--- src/rtl/timer_apb_slave_pkg.sv ---
// timer_pkg: register map, bit positions and shared types for the APB timer
package timer_pkg;
    localparam int ADDR_W = 8;
    localparam int DATA_W = 8;
    localparam logic [ADDR_W-1:0] ADDR_TDR  = 8'h00;
    localparam logic [ADDR_W-1:0] ADDR_TCR  = 8'h01;
    localparam logic [ADDR_W-1:0] ADDR_TSR  = 8'h02;
    localparam logic [ADDR_W-1:0] ADDR_TCNT = 8'h03;
    localparam int TCR_LOAD = 7;
    localparam int TCR_DOWN = 5;
    localparam int TCR_EN   = 4;
    localparam int TSR_OVF  = 0;
    localparam int TSR_UDF  = 1;
    localparam logic [DATA_W-1:0] TCR_MASK = 8'hb3;
    typedef enum logic [1:0] {CKS_2, CKS_4, CKS_8, CKS_16} cks_e;
    typedef enum logic [1:0] {IDLE, SETUP, WAIT, DONE} apb_state_e;
    function automatic logic [3:0] cks_limit(cks_e c);
        return 4'((2 << c) - 1);
    endfunction
endpackage

--- src/rtl/timer_apb_slave_if.sv ---
// timer_apb_slave_if: APB bus bundle between the CPU master and the timer
interface timer_apb_slave_if;
    import timer_pkg::*;
    logic              psel;
    logic              penable;
    logic              pwrite;
    logic [ADDR_W-1:0] paddr;
    logic [DATA_W-1:0] pwdata;
    logic [DATA_W-1:0] prdata;
    logic              pready;
    logic              pslverr;
    modport master (output psel, penable, pwrite, paddr, pwdata, input prdata, pready, pslverr);
    modport slave  (input psel, penable, pwrite, paddr, pwdata, output prdata, pready, pslverr);
endinterface

--- src/rtl/timer_apb_slave_prescaler.sv ---
// timer_prescaler: clock divider producing a one-cycle tick every 2/4/8/16 enabled cycles
module timer_prescaler
    import timer_pkg::*;
(
    input  logic pclk,
    input  logic preset,
    input  logic en,
    input  cks_e cks,
    output logic tick
);
    logic [3:0] div;
    assign tick = en && div == cks_limit(cks);
    // divider cleared while disabled, wraps on the compare without resetting on a CKS change
    always_ff @(posedge pclk) div <= (preset || !en || tick) ? '0 : div + 4'd1;
endmodule

--- src/rtl/timer_apb_slave.sv ---
// timer_apb_slave: APB completer holding the timer register set and up/down counter
module timer_apb_slave
    import timer_pkg::*;
(
    input  logic             pclk,
    input  logic             preset,
    timer_apb_slave_if.slave bus,
    output logic             irq_ovf,
    output logic             irq_udf
);
    apb_state_e        state;
    logic [DATA_W-1:0] tdr;
    logic [DATA_W-1:0] tcr;
    logic [DATA_W-1:0] tcnt;
    logic [1:0]        tsr;
    logic [DATA_W-1:0] rd_data;
    logic              tick;
    logic              load;
    logic              down;
    logic              wr;
    logic              wr_tsr;
    logic              set_ovf;
    logic              set_udf;
    logic              mapped;

    assign load    = tcr[TCR_LOAD];
    assign down    = tcr[TCR_DOWN];
    assign wr      = state == DONE && bus.psel && bus.pwrite;
    assign wr_tsr  = wr && bus.paddr == ADDR_TSR;
    assign mapped  = bus.paddr <= ADDR_TCNT;
    assign set_ovf = !load && tick && !down && tcnt == 8'hff;
    assign set_udf = !load && tick && down && tcnt == 8'h00;
    assign irq_ovf = tsr[TSR_OVF];
    assign irq_udf = tsr[TSR_UDF];
    assign rd_data = bus.paddr == ADDR_TDR  ? tdr :
                     bus.paddr == ADDR_TCR  ? tcr :
                     bus.paddr == ADDR_TSR  ? {6'b0, tsr} :
                     bus.paddr == ADDR_TCNT ? tcnt : '0;

    timer_prescaler u_prescaler (
        .pclk   (pclk),
        .preset (preset),
        .en     (tcr[TCR_EN] && !load),
        .cks    (cks_e'(tcr[1:0])),
        .tick   (tick)
    );

    // bus FSM; read data and error are captured in WAIT and presented with pready in DONE
    always_ff @(posedge pclk) begin
        if (preset) begin
            state       <= IDLE;
            bus.pready  <= 1'b0;
            bus.pslverr <= 1'b0;
            bus.prdata  <= '0;
        end else if (!bus.psel) begin
            state       <= IDLE;
            bus.pready  <= 1'b0;
            bus.pslverr <= 1'b0;
        end else begin
            case (state)
                IDLE:  state <= bus.penable ? IDLE : SETUP;
                SETUP: state <= bus.penable ? WAIT : SETUP;
                WAIT: begin
                    state       <= DONE;
                    bus.pready  <= 1'b1;
                    bus.prdata  <= rd_data;
                    bus.pslverr <= !mapped;
                end
                default: begin
                    state       <= bus.penable ? IDLE : SETUP;
                    bus.pready  <= 1'b0;
                    bus.pslverr <= 1'b0;
                end
            endcase
        end
    end

    // software writes to TDR/TCR and the counter load/step
    always_ff @(posedge pclk) begin
        if (preset) begin
            tdr  <= '0;
            tcr  <= '0;
            tcnt <= '0;
        end else begin
            if (wr && bus.paddr == ADDR_TDR) tdr <= bus.pwdata;
            if (wr && bus.paddr == ADDR_TCR) tcr <= bus.pwdata & TCR_MASK;
            if (load) tcnt <= tdr;
            else if (tick) tcnt <= down ? tcnt - 8'd1 : tcnt + 8'd1;
        end
    end

    // status flags: write-0-to-clear, a same-cycle hardware set wins
    always_ff @(posedge pclk) begin
        if (preset) tsr <= '0;
        else begin
            tsr[TSR_OVF] <= set_ovf || (tsr[TSR_OVF] && !(wr_tsr && !bus.pwdata[TSR_OVF]));
            tsr[TSR_UDF] <= set_udf || (tsr[TSR_UDF] && !(wr_tsr && !bus.pwdata[TSR_UDF]));
        end
    end
endmodule
--- src/flat_wrapper.sv ---
// flat-port wrapper written by rule: the top's interface ports become plain ports
module timer_apb_slave_flat import timer_pkg::*;
  (pclk, preset, irq_ovf, irq_udf, bus_psel, bus_penable, bus_pwrite, bus_paddr, bus_pwdata, bus_prdata, bus_pready, bus_pslverr);
  timer_apb_slave_if bus_i ();
  input  logic pclk;
  input  logic preset;
  output logic irq_ovf;
  output logic irq_udf;
  input wire logic [$bits(bus_i.psel)-1:0] bus_psel;
  input wire logic [$bits(bus_i.penable)-1:0] bus_penable;
  input wire logic [$bits(bus_i.pwrite)-1:0] bus_pwrite;
  input wire logic [$bits(bus_i.paddr)-1:0] bus_paddr;
  input wire logic [$bits(bus_i.pwdata)-1:0] bus_pwdata;
  output wire logic [$bits(bus_i.prdata)-1:0] bus_prdata;
  output wire logic [$bits(bus_i.pready)-1:0] bus_pready;
  output wire logic [$bits(bus_i.pslverr)-1:0] bus_pslverr;
  assign bus_i.psel = bus_psel;
  assign bus_i.penable = bus_penable;
  assign bus_i.pwrite = bus_pwrite;
  assign bus_i.paddr = bus_paddr;
  assign bus_i.pwdata = bus_pwdata;
  assign bus_prdata = bus_i.prdata;
  assign bus_pready = bus_i.pready;
  assign bus_pslverr = bus_i.pslverr;
  timer_apb_slave u_core (.pclk(pclk), .preset(preset), .bus(bus_i), .irq_ovf(irq_ovf), .irq_udf(irq_udf));
endmodule
--- config.mk ---
export PLATFORM = sky130hd
export DESIGN_NAME = timer_apb_slave_flat
export DESIGN_NICKNAME = d
export VERILOG_FILES = /design/src/rtl/timer_apb_slave_pkg.sv /design/src/rtl/timer_apb_slave_if.sv /design/src/rtl/timer_apb_slave_prescaler.sv /design/src/rtl/timer_apb_slave.sv /design/src/flat_wrapper.sv
export SDC_FILE = /design/constraint.sdc
export NUM_CORES = 1
export LEC_CHECK = 0
export ABC_AREA = 1
export ABC_CLOCK_PERIOD_IN_PS = 2800
export BUFFER_PORTS_ARGS = -buffer_cell sky130_fd_sc_hd__buf_2
export CAP_MARGIN = 20
export CORE_MARGIN = 2
export CORE_UTILIZATION = 45
export CTS_CLUSTER_DIAMETER = 40
export CTS_CLUSTER_SIZE = 40
export DETAILED_ROUTE_END_ITERATION = 12
export PLACE_DENSITY = 0.65
export SYNTH_ARGS = -nofsm -noshare
export SYNTH_HDL_FRONTEND = slang
export SYNTH_SLANG_ARGS = --single-unit
--- constraint.sdc ---
create_clock -name pclk -period 2.8 [get_ports pclk]
set_input_delay 0.14 -clock pclk [delete_from_list [all_inputs] [get_ports pclk]]
set_output_delay 0.14 -clock pclk [all_outputs]
set_load 0.005 [all_outputs]
==> impl_metrics.yaml, run 1 <==
status:
  status: "finished, final reports clean"
clocking:
  cts-resized-gates: 0
  cts_root_buf: "clkbuf_8"
  clockBufferDepth: 2
  cts.clk_slew.worst_paths_ns: 0.08
  cts_made_buffers: 5
  htree_levels: 2
  cts_tree: "yes"
  clk_latency_ns: 0.29
  postCtsHoldBufs: 0
  postCtsSetupRepairBufs: 0
  clock_sinks: 39
synthesis:
  yosysUniqueCellTypes: 27
  yosys.area.top_type: "dfxtp_1"
  synth_common_cells: "nand2_1, nand3_1, inv_1, dfxtp_1, a21oi_1"
  syn-num-nets: 369
  yosys_warnings: 0
  synth.most_common_cell: "nand2_1"
  async_reset_ff_share_pct: 0
  yosys-top-cells-area: "dfxtp_1, nand2_1, nand3_1"
  synth_edf_count: 0
  syn_avg_cell_area_um2: 6.68
  synth_flop_cell: "dfxtp_1"
  ys_ff_latch: 39
  netlist.area_leader.share_pct: 34.8
  synthesis.instances: 336
  ys_seq_area_share_pct: 34.8
  synth_area_um2: 2250
timing:
  layout_min_cycle_time_ns: 1.79
  fin_tns_setup_ns: 0
  setup_viol: 0
  skew_ns: 0.00431
  maxSlewViolCount: 0
  post-route-period-util_pct: 63.9
  grt_setup_unrepaired: "no"
  worstMarginPinSlew_ns: 0.526
  finalHoldViolations: 0
  fin_hold_ws_ns: 0.0392
  max_slew_margin_pct: 64.9
  max_freq_mhz: 559
layout:
  drive_gt1_share_pct: 14.2
  n_fill_cell: 495
  nets: 399
  fin_area_um2: 2560
  syn_to_final_growth_pct: 13.8
  diodes: 0
  fin_util_pct: 53.8
  multiInputGateArea_um2: 1270
  seq_area_um2: 781
pwr:
  finalPower_uw: 1030
  p_per_area_nw_per_um2: 402
  vdd_drop_max_mv: 0.337
  p_leak_uw: 0.00115
placement:
  io_buffers: 32
  hpwl_mm: 4.36
  postPlaceCellArea_um2: 2450
  gp_congestion: 0.888
die:
  ios: 33
  start_util_pct: 47.2
  die_y_um: 74.6
  die-area_um2: 5570
  die_w_um: 74.6
  num_rows: 25
  design.core.area_um2: 4750
route:
  via_per_inst: 5.08
  drt_iter0_drc: 139
  final_antenna_net_count: 0
  wire_per_inst_um: 13.0
  drcViolationCount: 0
  via_count: 2206
  drt_pass1_iterations: 5
  wirelength_mm: 5.63
job:
  drv_cap: 0
worst_setup_path:
  cp-end-kind: "register"
  crit_arrival_ns: 1.96
  worstSetupPathType: "reg2reg"
  start_kind: "register"
  cp_max_fo: 10
  worstPathRequired_ns: 2.97
global_routing:
  grt_pass1_vias: 2033
  grt_first_pass_wirelength_mm: 9.45
  grt_max_degree: 19
  antenna_found_initial: 0
  overflow: 0
  grtUsageTotal_pct: 22.4
hold_path:
  hp-class: "in2reg"
sequential cells by signal (all words and copies together) (netlist names):
signal                  cells
u_core.bus.prdata           8
u_core.bus.pready           1
u_core.bus.pslverr          1
u_core.state                2
u_core.tcnt                 8
u_core.tcr                  5
u_core.tdr                  8
u_core.tsr                  2
u_core.u_prescaler.div      4
per-stage QoR:
stage               cells  setup slack, ns
CTS                   434             1.00
detailed placement    426             1.02
global route          434            0.854
finish                434             1.01
floorplan             336             1.21
global placement      426             1.03
cell type report:
type,instances,area share [%]
clock inverters,1,0.294
repair buffers,33,6.56
multi-input cells,246,49.5
clock buffers,7,3.77
flip-flops and latches,39,30.5
inverters,41,6.02
well taps,67,3.28
cell families after synthesis:
group                    synth area share, %
buffers and inverters                   8.86
flip-flops                              34.8
AND/OR/NAND/NOR                         36.9
adder cells (fa/ha/maj)                 7.02
AO/OA/AOI/OAI                           10.9
XOR/XNOR                                1.56
final timing paths:
| check | cells after the start | slack [ns] | from | endpoint |
|---|---|---|---|---|
| setup reg to reg | 10 | 1.01 | u_core.tcr[5] | u_core.tcnt[4] |
| hold reg to reg | 2 | 0.49 | u_core.bus.pready | u_core.bus.pready |
| hold / removal | 2 | 0.04 | bus_penable | u_core.state[0] |
| setup / recovery | 10 | 1.01 | u_core.tcr[5] | u_core.tcnt[4] |
routing by layer:
metal,vias to the layer above,GRT usage (%),wire [µm]
li1,1156,-,-
met2,65,35.9,2630
met1,983,31.0,2690
met3,2,4.55,283
met4,0,6.15,22
met5,-,0,0
power by group:
| part | internal (µW) | total (µW) | switching (µW) | leakage, µW |
|---|---|---|---|---|
| clock | 224 | 430 | 206 | 0.0000505 |
| combinational | 15.7 | 42.6 | 26.9 | 0.000782 |
| sequential | 555 | 555 | 0.554 | 0.000314 |
worst max-delay path, cell delays in order (launching register included):
cell,delay [ns]
dfxtp_1,0.56
inv_1,0.16
fa_1,0.44
inv_1,0.09
nand2_1,0.07
nand2_1,0.06
nand2_1,0.04
nand3_1,0.07
nand2_1,0.06
nand2_1,0.05
a21oi_1,0.06
placed cells by master, fill, tap and decap left out:
cell type and count:
clkbuf_8 7, inv_1 40, xnor2_1 3, nand3_2 2, a21boi_0 1, o21ai_0 10, clkinvlp_4 1, ha_1 11
dfxtp_1 39, fa_1 1, nand3_1 48, o211ai_1 3, nor2_1 25, xor2_1 1, or2_2 1, and3_1 2
inv_2 1, nor4_1 2, nand3b_1 4, nor2_4 1, buf_4 1, a21oi_1 31, nand4_1 6, nand2_1 85
buf_2 32, o21ai_1 2, nor2_2 6, nor3b_1 1
No activity file was read; power rests on OpenSTA's default activity.
==> inputs of run 2 (changes only) <==
Settings changed: ABC_CLOCK_PERIOD_IN_PS 2800 to 1500, PLACE_DENSITY 0.65 to 0.68.
Clock period 2.8 ns to 1.5 ns, I/O delays scaled along.
==> run 2 against run 1 <==
Compared with the run above: the flow now finishes with violations (setup timing); die area stayed put; core utilization is 5.7 points higher; setup slack worse by 1.0 ns; clock-buffer cell count is 1 lower; sequential power is 86% higher; clock power is 68% higher; maximum frequency is 17% higher; final cell count is 6.2% higher; largest power group unchanged; highest routed layer unchanged.
==> impl_metrics.yaml, run 2 (synthesis results as in run 1) <==
status:
  status: "finished, violations left"
  violations: "setup timing"
worst_setup_path:
  worstSetupPathType: "reg2reg"
  worstPathRequired_ns: 1.69
  cp_max_fo: 9
  crit_arrival_ns: 1.72
  worstPathCellList: "buf_4 > ha_4 > nand2_2 > nor2_1 > nand3_1 > a21oi_1 > nor2_1 > nor2_1 > nor2_1"
  rrSetupSlack_ns: -0.03
  cp_slowest_stage_delay_ns: 0.39
  start_kind: "register"
  cp-end-kind: "register"
  cpMostUsedCell: "nor2_1"
  cpMaxStageDelayCell: "dfxtp_4"
job:
  drv_cap: 0
layout:
  seq_area_um2: 786
  n_fill_cell: 467
  nets: 426
  syn_to_final_growth_pct: 25.9
  multiInputGateArea_um2: 1340
  reg_top3: "u_core.bus.prdata (8), u_core.tcnt (8), u_core.tdr (8)"
  layout_commonest_cell: "nand2_1"
  mostFrequentLayoutCells: "nand2_1, nand3_1, inv_1"
  diodes: 0
  drive_gt1_share_pct: 23.9
timing:
  finalHoldViolations: 0
  layout_min_cycle_time_ns: 1.53
  post-route-period-util_pct: 102
  fin_hold_ws_ns: 0.0370
  maxSlewViolCount: 0
  max_freq_mhz: 655
  worstMarginPinSlew_ns: 0.357
  worst_slack_ns: -0.0262
  max_slew_margin_pct: 76.2
  skew_ns: 0.00295
  setup_viol: 1
  grt_setup_unrepaired: "yes"
pwr:
  finalPower_uw: 1840
  p_per_area_nw_per_um2: 652
  p_sw_uw: 451
  swShare_pct: 24.5
  seqPwrFrac_pct: 56.1
  vdd_drop_max_mv: 0.513
  combPwrFrac_pct: 4.7
  p_int_uw: 1390
  p_leak_uw: 0.00126
  power_frac_clock_pct: 39.2
global_routing:
  grt_pass1_vias: 2130
  overflow: 0
  grtUsageTotal_pct: 22.6
  grt_max_degree: 18
  grt_first_pass_wirelength_mm: 9.56
  antenna_found_initial: 0
clocking:
  clockBufferDepth: 2
  cts.clk_slew.worst_paths_ns: 0.08
  cts_root_buf: "clkbuf_8"
  clk_latency_ns: 0.30
  cts_tree: "yes"
  clock_sinks: 39
  cts_made_buffers: 5
  htree_levels: 2
placement:
  io_buffers: 32
  gp_congestion: 0.893
  hpwl_mm: 4.42
hold_path:
  hp-class: "in2reg"
route:
  via_per_inst: 5.05
  drcViolationCount: 0
  wirelength_mm: 5.93
  via_count: 2327
  drt_pass1_iterations: 4
  drt_iter0_drc: 162
  final_antenna_net_count: 0
  wire_per_inst_um: 12.9
die:
  die_y_um: 74.6
  num_rows: 25
  start_util_pct: 47.2
  die-area_um2: 5570
  ios: 33
  die_w_um: 74.6
  design.core.area_um2: 4750
-- run 2: power by group through the flow --
stage	Combinational (µW)	Clock, µW	Sequential [µW]
after global placement	82.8	0	1060
after floorplan	37.1	0	1060
after CTS	85.6	739	1030
after detailed placement	83.5	0	1060
after global routing	96.8	774	1030
final	86.6	724	1030
-- run 2: through the flow --
step / worst slack [ns] / utilization [%] / std cells / TNS (ns) / cell area (µm²)
2_1_floorplan: 0.0151 / - / 336 / 0 / 2250
3_3_place_gp: -0.0193 / 55.1 / 448 / -0.0196 / 2620
3_5_place_dp: -0.0710 / 55.1 / 448 / -0.175 / 2620
4_1_cts: 0.0105 / 57.3 / 457 / 0 / 2730
5_1_grt: -0.118 / 59.5 / 461 / -0.403 / 2830
6_report: -0.0262 / 59.5 / 461 / -0.0262 / 2830
-- run 2: critical path: cells and delay by family (launching register included) --
family | cells | cell delay, ns
compound gates | 1 | 0.15
flops | 1 | 0.39
fa+ha+maj | 1 | 0.29
buf+inv | 1 | 0.15
simple gates | 6 | 0.44
-- run 2: path summary, 6_finish.rpt --
| path | depth (start not counted) | endpoint | startpoint |
|---|---|---|---|
| worst min register to register | 2 | u_core.bus.pslverr | u_core.bus.pslverr |
| worst min-delay path | 3 | u_core.tdr[3] | bus_pwdata[3] |
| worst max register to register | 9 | u_core.tcnt[7] | u_core.tcr[5] |
| worst max-delay path | 9 | u_core.tcnt[7] | u_core.tcr[5] |
-- run 2: per-layer routing --
layer	vias up	part of all wire, %	routed length, µm	global-route usage, %
met5	-	0	0	0
met1	1058	47	2800	29.4
li1	1208	-	-	-
met2	50	47	2780	37.9
met3	11	3.9	229	4.28
met4	0	2.0	116	7.34
-- run 2: timing repair --
| item | CTS | global route |
|---|---|---|
| cloned | 0 | 1 |
| hold buffers | 1 | 0 |
| hold endpoints to repair | 1 | 0 |
| endpoints found under the setup margin | 4 | 18 |
| buffers inserted | 0 | 3 |
| resized for setup | 5 | 15 |
-- run 2: area by class of cell --
class                           count  share of cell area [%]
Clock buffer                        6                    2.57
Clock inverter                      2                   0.442
Inverter                           41                    5.58
Multi-Input combinational cell    246                    47.5
Sequential cell                    39                    27.8
Tap cell                           67                    2.96
Timing Repair Buffer               59                    12.9
Timing Repair inverter              1                   0.265
==> inputs of run 3 (changes only) <==
Settings changed: PLACE_DENSITY 0.68 to 0.7.
==> run 3 against run 2 <==
Compared with the run above: the run still ends with setup timing left; critical path depth increased by 2; sequential power hardly changed; setup slack got worse by 0.0058 ns; global-route usage increased by 0.61 points; routed wire length fell by 1.3%; total power up 17%; clock-buffer cell count unchanged; largest cell class unchanged; largest power group is now the clock network.
==> impl_metrics.yaml, run 3 (synthesis results as in run 1) <==
pwr:
  seqPwrFrac_pct: 47.8
  p_sw_uw: 434
  power_frac_clock_pct: 48.3
  p_leak_uw: 0.00130
  p_per_area_nw_per_um2: 762
  vdd_drop_max_mv: 0.681
  p_int_uw: 1730
  combPwrFrac_pct: 3.9
  swShare_pct: 20.0
timing:
  max_slew_margin_pct: 64.6
  maxSlewViolCount: 0
  skew_ns: 0.00610
  worstMarginPinSlew_ns: 0.530
  max_freq_mhz: 653
  setup_viol: 1
  fin_hold_ws_ns: 0.0542
  grt_setup_unrepaired: "yes"
  worst_slack_ns: -0.0321
  finalHoldViolations: 0
  fin_tns_setup_ns: -0.0321
  layout_min_cycle_time_ns: 1.53
  post-route-period-util_pct: 102
worst_setup_path:
  worstPathCellList: "buf_6 > inv_4 > fa_2 > inv_2 > nand2_2 > nand2_1 > nand2_1 > nand3_2 > nand2_1 > nand2_1 > a21oi_1"
  crit_arrival_ns: 1.72
  cpMostUsedCell: "nand2_1"
  cp_slowest_stage_delay_ns: 0.40
  critPathTopFamily: "flip-flops"
  critPathBufInv: 3
  worstPathRequired_ns: 1.68
  cpMaxStageDelayCell: "dfxtp_4"
  cp-end-kind: "register"
  cp_max_fo: 6
  worstSetupPathType: "reg2reg"
  start_kind: "register"
clocking:
  cts_root_buf: "clkbuf_8"
  htree_levels: 2
  clockBufferDepth: 2
  cts.clk_slew.worst_paths_ns: 0.08
  cts_made_buffers: 5
  clk_latency_ns: 0.29
  clock_sinks: 39
  cts_tree: "yes"
placement:
  hpwl_mm: 4.32
  gp_congestion: 0.882
  postPlaceCellArea_um2: 2600
  io_buffers: 32
job:
  drv_cap: 0
die:
  die_w_um: 74.6
  ios: 33
  num_rows: 25
  die_y_um: 74.6
  start_util_pct: 47.2
  die-area_um2: 5570
  design.core.area_um2: 4750
layout:
  nets: 425
  fin_util_pct: 59.8
  fin_area_um2: 2840
  layout_commonest_cell: "nand2_1"
  diodes: 0
  drive_gt1_share_pct: 23.4
  reg_top3: "u_core.bus.prdata (8), u_core.tcnt (8), u_core.tdr (8)"
  n_fill_cell: 466
  mostFrequentLayoutCells: "nand2_1, nand3_1, inv_1, dfxtp_1, buf_2"
  syn_to_final_growth_pct: 26.5
hold_path:
  hp-class: "in2reg"
route:
  drt_iter0_drc: 141
  wirelength_mm: 5.85
  via_count: 2360
  drt_pass1_iterations: 4
  final_antenna_net_count: 0
  via_per_inst: 5.13
  wire_per_inst_um: 12.7
  drcViolationCount: 0
status:
  status: "finished, violations left"
  violations: "setup timing"
global_routing:
  grt_first_pass_wirelength_mm: 9.88
  grt_pass1_vias: 2120
  antenna_found_initial: 0
  overflow: 0
  grtUsageTotal_pct: 23.2
  grt_max_degree: 18
==> run 3: final cells by class <==
| class | count | area (µm²) | area share (%) |
|---|---|---|---|
| Sequential cell | 39 | 786 | 27.7 |
| Clock inverter | 2 | 60.1 | 2.11 |
| Timing Repair Buffer | 59 | 367 | 12.9 |
| Tap cell | 67 | 83.8 | 2.95 |
| Multi-Input combinational cell | 246 | 1310 | 46.2 |
| Clock buffer | 6 | 72.6 | 2.55 |
| Inverter | 41 | 160 | 5.64 |
==> run 3: repair_timing <==
action	in CTS	in global routing
buffers inserted	2	3
hold endpoints to repair	1	0
resized for setup	13	9
hold buffers	1	0
setup endpoints to repair	5	18
pin swaps	5	2
gates cloned	0	0
==> run 3: routing by layer <==
layer,part of all wire [%],track usage (%),vias up
li1,-,-,1211
met1,45,30.7,1068
met2,48,38.3,67
met3,5.3,3.88,14
met4,2.2,8.33,0
met5,0,0,-
==> run 3: final timing paths <==
check | startpoint | endpoint | slack [ns] | cells past startpoint
setup / recovery | u_core.tcr[5] | u_core.tcnt[4] | -0.03 | 11
hold / removal | bus_pwdata[5] | u_core.tcr[5] | 0.05 | 3
hold reg to reg | u_core.bus.pslverr | u_core.bus.pslverr | 0.46 | 2
setup reg to reg | u_core.tcr[5] | u_core.tcnt[4] | -0.03 | 11
==> run 3: through the flow <==
| stage | cells | power [µW] | setup slack [ns] |
|---|---|---|---|
| final | 460 | 2170 | -0.0321 |
| after global routing | 460 | 2220 | -0.143 |
| after CTS | 457 | 2180 | 0.00142 |
| after detailed placement | 446 | 1140 | -0.0487 |
| after global placement | 446 | 1140 | -0.0203 |
| after floorplan | 336 | 1100 | 0.0151 |
==> run 3: worst min-delay path: cells and delay by family <==
family,cells,cell delay (ns)
and+or+nand+nor,2,0.14
buffers and inverters,1,0.09
==> run 3: power groups by stage <==
stage	sequential, µW	clock (µW)	combinational [µW]
3_5_place_dp	1060	0	81.3
2_1_floorplan	1060	0	37.1
3_3_place_gp	1060	0	81.0
6_report	1040	1050	84.3
4_1_cts	1030	1060	83.5
5_1_grt	1040	1100	93.2
